--- config.mk ---
export PLATFORM = sky130hd
export DESIGN_NAME = fix_mul_arbiter
export DESIGN_NICKNAME = d
export VERILOG_FILES = /design/src/rtl/fix_mul_arbiter_pkg.sv /design/src/rtl/fix_mul_pipe.sv /design/src/rtl/fix_mul_arbiter.sv
export SDC_FILE = /design/constraint.sdc
export NUM_CORES = 1
export LEC_CHECK = 0
export CAP_MARGIN = 5
export CORE_UTILIZATION = 61
export DETAILED_ROUTE_END_ITERATION = 16
export DONT_BUFFER_PORTS = 1
export HOLD_SLACK_MARGIN = 0.05
export PLACE_DENSITY = 0.8
export SLEW_MARGIN = 40
export SYNTH_ARGS = -nofsm -noshare
export SYNTH_HDL_FRONTEND = slang
export SYNTH_SLANG_ARGS = --single-unit
--- constraint.sdc ---
create_clock -name clk -period 7.1 [get_ports clk]
set_input_delay 0.71 -clock clk [delete_from_list [all_inputs] [get_ports clk]]
set_output_delay 0.71 -clock clk [all_outputs]
set_load 0.01 [all_outputs]
--- src/rtl/fix_mul_arbiter_pkg.sv ---
// Shared fixed-point definitions for the CNN datapath: default format and saturation limits.
// Latency: none (compile-time constants and a constant helper function only).
// Backpressure: not applicable.
package fix_mul_arbiter_pkg;

    // Default Q8.8 datapath format
    localparam int FIX_WIDTH = 16;
    localparam int FIX_POINT = 8;

    // Saturation limits for the default format
    localparam logic [FIX_WIDTH-1:0] FIX_MAX = 16'h7FFF;
    localparam logic [FIX_WIDTH-1:0] FIX_MIN = 16'h8000;

    // Largest positive two's-complement value of a w-bit word (w <= 64)
    function automatic logic [63:0] fix_sat_max(input int w);
        fix_sat_max = (64'd1 << (w - 1)) - 64'd1;
    endfunction

    // Most negative two's-complement value of a w-bit word (w <= 64)
    function automatic logic [63:0] fix_sat_min(input int w);
        fix_sat_min = 64'd1 << (w - 1);
    endfunction

endpackage

--- src/rtl/fix_mul_pipe.sv ---
// Signed fixed-point multiplier: full product, arithmetic shift by POINT_WIDTH, saturate to WIDTH.
// Latency: MUL_LAT cycles of enabled clocks; the result register only loads when a valid product arrives.
// Backpressure: en=0 freezes every stage; rst wins over en.
module fix_mul_pipe
    import fix_mul_arbiter_pkg::*;
#(
    parameter int WIDTH       = FIX_WIDTH,
    parameter int POINT_WIDTH = FIX_POINT,
    parameter int MUL_LAT     = 3
) (
    input  logic             clk,
    input  logic             rst,
    input  logic             en,
    input  logic             last_load,
    input  logic [WIDTH-1:0] in_a,
    input  logic [WIDTH-1:0] in_b,
    output logic [WIDTH-1:0] out_p
);

    // Use the shared constants when the format matches the datapath default
    localparam logic [WIDTH-1:0] SAT_MAX = (WIDTH == FIX_WIDTH) ? WIDTH'(FIX_MAX)
                                                                : WIDTH'(fix_sat_max(WIDTH));
    localparam logic [WIDTH-1:0] SAT_MIN = (WIDTH == FIX_WIDTH) ? WIDTH'(FIX_MIN)
                                                                : WIDTH'(fix_sat_min(WIDTH));

    // Full-precision multiply, floor shift, and clamp when the dropped high bits
    // are not a sign extension of the kept MSB.
    function automatic logic [WIDTH-1:0] sat_mul(input logic [WIDTH-1:0] a,
                                                 input logic [WIDTH-1:0] b);
        logic [2*WIDTH-1:0]       full;
        logic [WIDTH-POINT_WIDTH:0] upper;
        full  = {{WIDTH{a[WIDTH-1]}}, a} * {{WIDTH{b[WIDTH-1]}}, b};
        upper = full[2*WIDTH-1 : WIDTH+POINT_WIDTH-1];
        if ((&upper) || (~|upper)) begin
            sat_mul = full[WIDTH+POINT_WIDTH-1 : POINT_WIDTH];
        end else if (full[2*WIDTH-1]) begin
            sat_mul = SAT_MIN;
        end else begin
            sat_mul = SAT_MAX;
        end
    endfunction

    generate
        if (MUL_LAT == 1) begin : g_lat1
            // Single stage: multiply straight from the granted operands into the result register
            always_ff @(posedge clk) begin
                if (rst) begin
                    out_p <= '0;
                end else if (en && last_load) begin
                    out_p <= sat_mul(in_a, in_b);
                end
            end
        end else begin : g_latn
            logic [WIDTH-1:0] a_q;
            logic [WIDTH-1:0] b_q;
            logic [WIDTH-1:0] res_q [2:MUL_LAT];

            // Stage 1 registers operands, stage 2 holds the saturated product, later stages delay it;
            // the final stage only loads valid data so the output holds its last result.
            always_ff @(posedge clk) begin
                if (rst) begin
                    a_q <= '0;
                    b_q <= '0;
                    for (int k = 2; k <= MUL_LAT; k++) begin
                        res_q[k] <= '0;
                    end
                end else if (en) begin
                    a_q <= in_a;
                    b_q <= in_b;
                    if ((MUL_LAT > 2) || last_load) begin
                        res_q[2] <= sat_mul(a_q, b_q);
                    end
                    for (int k = 3; k <= MUL_LAT; k++) begin
                        if ((k < MUL_LAT) || last_load) begin
                            res_q[k] <= res_q[k-1];
                        end
                    end
                end
            end

            assign out_p = res_q[MUL_LAT];
        end
    endgenerate

endmodule

--- src/rtl/fix_mul_arbiter.sv ---
// Round-robin arbiter sharing one saturating fixed-point multiplier among N_REQ requesters.
// Latency: result MUL_LAT non-held cycles after the grant, one grant per cycle, in grant order.
// Backpressure: hold freezes grants, pipeline, pointer and outputs; req_ready is zero during hold or rst.
module fix_mul_arbiter
    import fix_mul_arbiter_pkg::*;
#(
    parameter int N_REQ       = 4,
    parameter int WIDTH       = FIX_WIDTH,
    parameter int POINT_WIDTH = FIX_POINT,
    parameter int MUL_LAT     = 3
) (
    input  logic                   clk,
    input  logic                   rst,
    input  logic [N_REQ-1:0]       req_valid,
    input  logic [N_REQ*WIDTH-1:0] req_a,
    input  logic [N_REQ*WIDTH-1:0] req_b,
    output logic [N_REQ-1:0]       req_ready,
    input  logic                   hold,
    output logic [N_REQ-1:0]       rsp_valid,
    output logic [WIDTH-1:0]       rsp_p,
    output logic                   busy
);

    localparam int PTR_W = (N_REQ > 1) ? $clog2(N_REQ) : 1;

    logic [PTR_W-1:0] rr_ptr;
    logic             grant_any;
    logic [PTR_W-1:0] grant_idx;
    logic [WIDTH-1:0] sel_a;
    logic [WIDTH-1:0] sel_b;

    // Valid/tag pipeline; stage k holds the transaction granted k enabled cycles ago
    logic [MUL_LAT:1] vld_q;
    logic [PTR_W-1:0] tag_q [1:MUL_LAT];
    logic [MUL_LAT:0] stg_vld;

    // Round-robin search starting at rr_ptr; no grant while held or in reset
    always_comb begin
        int               idx;
        logic [PTR_W-1:0] cand;
        grant_any = 1'b0;
        grant_idx = '0;
        idx       = 0;
        cand      = '0;
        if (!rst && !hold) begin
            for (int off = 0; off < N_REQ; off++) begin
                idx = int'(rr_ptr) + off;
                if (idx >= N_REQ) begin
                    idx = idx - N_REQ;
                end
                cand = PTR_W'(idx);
                if (!grant_any && req_valid[cand]) begin
                    grant_any = 1'b1;
                    grant_idx = cand;
                end
            end
        end
    end

    // One-hot ready to the winner only
    always_comb begin
        req_ready = '0;
        if (grant_any) begin
            req_ready[grant_idx] = 1'b1;
        end
    end

    assign sel_a = req_a[int'(grant_idx)*WIDTH +: WIDTH];
    assign sel_b = req_b[int'(grant_idx)*WIDTH +: WIDTH];

    // Stage 0 is the current-cycle grant, which feeds stage 1
    assign stg_vld = {vld_q, grant_any};

    // Advance pointer and valid/tag pipeline on every non-held cycle; reset discards in-flight work
    always_ff @(posedge clk) begin
        if (rst) begin
            rr_ptr <= '0;
            vld_q  <= '0;
            for (int k = 1; k <= MUL_LAT; k++) begin
                tag_q[k] <= '0;
            end
        end else if (!hold) begin
            vld_q    <= stg_vld[MUL_LAT-1:0];
            tag_q[1] <= grant_idx;
            for (int k = 2; k <= MUL_LAT; k++) begin
                tag_q[k] <= tag_q[k-1];
            end
            if (grant_any) begin
                rr_ptr <= (grant_idx == PTR_W'(N_REQ - 1)) ? '0 : grant_idx + 1'b1;
            end
        end
    end

    // Response owner is decoded from the last-stage tag
    always_comb begin
        rsp_valid = '0;
        if (vld_q[MUL_LAT]) begin
            rsp_valid[tag_q[MUL_LAT]] = 1'b1;
        end
    end

    // Anything registered in the pipeline counts; the current grant does not
    assign busy = |vld_q;

    fix_mul_pipe #(
        .WIDTH       (WIDTH),
        .POINT_WIDTH (POINT_WIDTH),
        .MUL_LAT     (MUL_LAT)
    ) u_pipe (
        .clk       (clk),
        .rst       (rst),
        .en        (~hold),
        .last_load (stg_vld[MUL_LAT-1]),
        .in_a      (sel_a),
        .in_b      (sel_b),
        .out_p     (rsp_p)
    );

endmodule

======== Yosys cells after proc, flatten, opt, wreduce, memory -nomap -nowiden ========
Memory sizes are Yosys's and may differ from the RTL's.
Cells that the tools add are included.
word-level totals
  logic and storage cells ................. 107
  ROM bits ................................ 0
  bits in registers ....................... 37
  input port bits ......................... 135
  latch bits .............................. 0
  memory bits (writable) .................. 38
  memories ................................ 2
memory list
  memory               depth  bits a word  rd ports  clocked after Yosys merged registers in  write ports  RTL line               text
  u_pipe.g_latn.res_q  2      16           2         0                                        2            fix_mul_pipe.sv:56     logic [WIDTH-1:0] res_q [2:MUL_LAT];
  tag_q                3      2            3         0                                        3            fix_mul_arbiter.sv:34  logic [PTR_W-1:0] tag_q [1:MUL_LAT];
cells by class
  multiply operators ...................... 1
  add/subtract/negate cells ............... 8
  bitwise logic cells ..................... 6
  equality and inequality tests ........... 1
  reductions and logical operators ........ 17
  multiplexer cells ....................... 54
  shift operators ......................... 2
  div/mod/pow operators ................... 0
  $lt $le $gt $ge ......................... 12
operator list
  operator             count
  $shiftx 64x7->16     2
  $mux 16              6
  $mux 2               17
  $mul 16x16->32       1
  $mux 1               23
  $lt 2x3->1 const B   6
  $ge 3x3->1 const B   3
  $reduce_and 9->1     1
  $reduce_or 9->1      1
  $bmux 1 s2           4
  $mux 4               2
  $sub 2x1->2 const B  4
  $add 2x2->3 const B  2
  $logic_and 1x1->1    6
  $logic_not 1->1      6
  $or 1x1->1           5
  $demux 1 s2          2
  $ge 2x1->1 const B   2
  $add 2x1->3 const B  1
  $ge 2x3->1 const B   1
  $reduce_or 3->1      1
  $add 2x1->2 const B  1
  $eq 2x2->1 const B   1
  $reduce_and 2->1     1
  2 further kinds      2

======== Longest topological paths before layout ========
  word-level depth ........................ 24
  depth in mapped cells ................... 27

======== Modules after synthesis ========
A second synthesis with hierarchy kept.
unflattened totals
  cell total of the unflattened synthesis .. 1451
  area, all modules ....................... 14187.4 um^2
modules (own cells, without submodules)
  module           cells each  times used  seq. area each (um^2)  area each (um^2)
  fix_mul_pipe     1346        1           1601.5                 12668.4
  fix_mul_arbiter  105         1           280.3                  1519.0

======== Worst setup path before layout ========
OpenSTA, ideal clock, no wires.
  path kind ............................... reg-to-reg
  start ................................... register u_pipe.g_latn.a_q[15]
  end ..................................... register, netlist name u_pipe.g_latn.res_q[1][0]
  stages on the path, launching flop included .. 26
  buffers on the path ..................... 3
  setup slack ............................. 0.301 ns
  period minus slack after synthesis ...... 6.799 ns
  setup time .............................. 0.255 ns
  data arrival time ....................... 6.544 ns
  path through ............................ dfxtp_1 clkbuf_1 nand2_1 inv_1 fa_1 inv_1 fa_1 inv_1 fa_1 fa_1 fa_1 inv_1 fa_1 inv_1 ha_1 clkbuf_1 o21a_1 a21oi_1 o21ai_0 a21o_1 a21oi_1 mux2_1 nor4_2 a311oi_2 buf_6 a31o_1
RTL lines
  item                    RTL line            text
  from (decl)             fix_mul_pipe.sv:54  logic [WIDTH-1:0] a_q;
  from (signal assigned)  fix_mul_pipe.sv:68  a_q <= in_a;

==> results.tsv <==
metric	value	unit
fin_nets	1977	
cts_tree	done	
ant_nets	0	
violations	design-rule violations	
worst_path_largest_cell_delay	0.55	ns
die_x	153	µm
p_sw	1.42	mW
grt_pass1_vias	10900	
crit_fanout	17	
grt-ovfl-total	0	
fin_area	14500	µm²
fmax	144	MHz
tightest_slew	0.796	ns
relSlewSlack	0.469	
end_kind	flip-flop	
grt_pass1_wl	52400	µm
critical_path_class	flip-flop to flip-flop	
antenna_found_initial	0	
die_y	153	µm
syn-instance-count	1535	
root_buffer	clkbuf_16	
critPathRequiredTime	7.20	ns
firstDrtPassIters	14	
final-hold-violation-count	0	
initialDrtViolationCount	565	
synthArstFlopShare	0	
stdcell_count	1783	
syn_to_final_growth	4.73	%
critPathArrivalTime	7.02	ns
synthFlopType	edfxtp_1	
maxCapViolCount	0	
p_sw_frac	0.473	
combinationalPowerShare	0.637	
place_area	14100	µm²
initial_utilization	0.629	
worstPathCellList	nand2_1 -> fa_1 -> fa_1 -> clkinvlp_4 -> buf_12 -> fa_1 -> inv_1 -> fa_1 -> inv_1 -> fa_1 -> fa_1 -> ha_1 -> nand4_1 -> or3_1 -> a211oi_1 -> o21a_1 -> nor2_2 -> nor4_4 -> a311oi_4 -> a31o_2	
via_count	10200	
drive_gt1_frac	0.0712	
place.gp.congestion	0.931	
row_count	54	
setup_viol	0	
synth_seq_area_share	0.136	
fillers	1699	
drc	2	
syn_area	13900	µm²
yosys_warnings	0	
cts.reportedPaths.clkPinSlew	0.07	ns
io_buffers	0	
internal-power	1.59	mW
pre_cts_ws	-0.0433	ns
io_pins	160	
htreeDepth	3	
synth_fp_nets	2014	
power_density	207	nW/µm²
synth_edf_count	38	
fin_ws	0.174	ns
p_leak	7.07	nW
grt_max_degree	67	
syn_avg_cell_area	9.03	µm²
clockBufferDepth	2	
post-route-min-period	6.93	ns
final_common_cell	inv_1	
cp_num_buf_inv	4	
wl_per_cell	17.8	µm
crit_family	adder cells	
seqPwrFrac	0.207	
via_per_inst	5.70	
cts_buffers	9	
post-route-period-util	0.975	
clkSinkCount	75	
critPathSlowestCell	fa_1	
totalWireLength	31700	µm
layout_common_cells	inv_1 (293), fa_1 (261), nand2_1 (222)	
ir_drop	0.146	mV
synth_cell_types	66	
critPathLaunchType	flip-flop	
status	finished with violations	
placedCellCount	1764	
hpwl	26700	µm
die_area	23300	µm²
antenna_cells	0	
clk_latency	0.34	ns
whs	0.430	ns
clkPwrFrac	0.156	
fin_skew	0.00899	ns
hold_path_class	input port to flip-flop	
placeableCoreArea	22000	µm²
grt_usage	0.282	
cpMostUsedCell	fa_1	
ys_seq_elements	75	
drv_slew	0	
-- path summary, 6_finish.rpt --
path | depth (start not counted) | slack [ns] | end | from
setup reg to reg | 20 | 0.17 | u_pipe.g_latn.res_q[1][2] | u_pipe.g_latn.b_q[4]
hold reg to reg | 2 | 0.47 | u_pipe.g_latn.b_q[9] | u_pipe.g_latn.b_q[9]
hold / removal | 1 | 0.43 | vld_q[2] | rst
setup / recovery | 20 | 0.17 | u_pipe.g_latn.res_q[1][2] | u_pipe.g_latn.b_q[4]
-- sequential cells by signal (all words and copies together) (netlist names) --
register and cells:
u_pipe.g_latn.b_q 16, tag_q 6, u_pipe.g_latn.a_q 16, u_pipe.g_latn.res_q 32, rr_ptr 2, vld_q 3
-- per-stage QoR --
stage / setup TNS (ns) / util / total power, mW
after detailed placement: -0.249 / 0.640 / 2.44
final: 0 / 0.659 / 3.01
after floorplan: 0 / - / 1.99
after global placement: -0.420 / 0.639 / 2.36
after global routing: -0.186 / 0.659 / 3.26
after CTS: 0 / 0.654 / 2.91
-- cells by family after synthesis --
logic type,Yosys count,share of synthesized area
xor gates and xnor gates,33,0.0214
muxes,35,0.0254
DFF,75,0.136
adders and majority gates,344,0.452
and+or+nand+nor,455,0.160
AOI/OAI and AO/OA,210,0.0949
buffers and inverters,383,0.110
-- Yosys cell counts, types with 3 or more instances --
library cell | n | area [µm²]
a31o_1 | 9 | 78.8
inv_1 | 296 | 1110
ha_1 | 83 | 1040
and3_1 | 3 | 18.8
o211ai_1 | 4 | 30.0
xnor2_1 | 23 | 201
a21oi_1 | 98 | 490
mux2i_1 | 34 | 340
dfxtp_1 | 37 | 741
o21ai_1 | 3 | 15.0
nand2b_1 | 8 | 50.1
buf_1 | 4 | 15.0
xor2_1 | 9 | 78.8
buf_4 | 17 | 128
a211oi_1 | 5 | 37.5
nand2_1 | 225 | 845
o32ai_1 | 3 | 26.3
nand4_1 | 6 | 37.5
or3_1 | 3 | 18.8
and2_1 | 141 | 882
o31ai_1 | 3 | 22.5
nand3_1 | 11 | 55.1
a31o_2 | 5 | 43.8
edfxtp_1 | 38 | 1140
o21ai_0 | 52 | 260
o21a_1 | 5 | 37.5
nor2_1 | 37 | 139
fa_1 | 261 | 5230
buf_2 | 10 | 50.1
clkbuf_1 | 52 | 195
a21o_1 | 6 | 45.0
nor3_1 | 5 | 25.0
-- routing by layer --
layer	vias to the layer above	wire length [µm]	GRT usage
met5	-	0	0
met4	0	693	0.0847
met3	46	2230	0.0566
met2	422	15400	0.484
met1	5037	13400	0.360
li1	4651	-	-
-- repair_timing --
| item | in CTS | in global routing |
|---|---|---|
| gates cloned | 0 | 1 |
| buffers inserted | 0 | 2 |
| pin swaps | 0 | 5 |
| gates resized for setup | 1 | 29 |
| hold buffers | 0 | 0 |
| setup endpoints to repair | 14 | 15 |
-- worst register-to-register path, stage by stage (launching register included) --
cell and delay [ns]:
dfxtp_2 0.54, nand2_1 0.21, fa_1 0.55, fa_1 0.55, clkinvlp_4 0.14, buf_12 0.16, fa_1 0.56, inv_1 0.10
fa_1 0.48, inv_1 0.05, fa_1 0.50, fa_1 0.43, ha_1 0.36, nand4_1 0.15, or3_1 0.43, a211oi_1 0.31
o21a_1 0.21, nor2_2 0.07, nor4_4 0.41, a311oi_4 0.22, a31o_2 0.27
-- power by group through the flow --
stage               Combinational, mW  Clock, mW  Sequential (mW)
global placement                 1.73          0            0.623
detailed placement               1.81          0            0.628
CTS                              1.82      0.476            0.619
global route                     2.14      0.492            0.631
finish                           1.92      0.470            0.624
floorplan                        1.42          0            0.574
-- area by class of cell --
class	count	area, µm²	share of cell area
Timing Repair Buffer	38	310	0.0214
Tap cell	280	350	0.0241
Clock inverter	7	75.1	0.00517
Inverter	296	1110	0.0768
Sequential cell	75	1910	0.132
Multi-Input combinational cell	1078	10500	0.725
Clock buffer	9	225	0.0155
No activity file was read; power rests on OpenSTA's default activity.
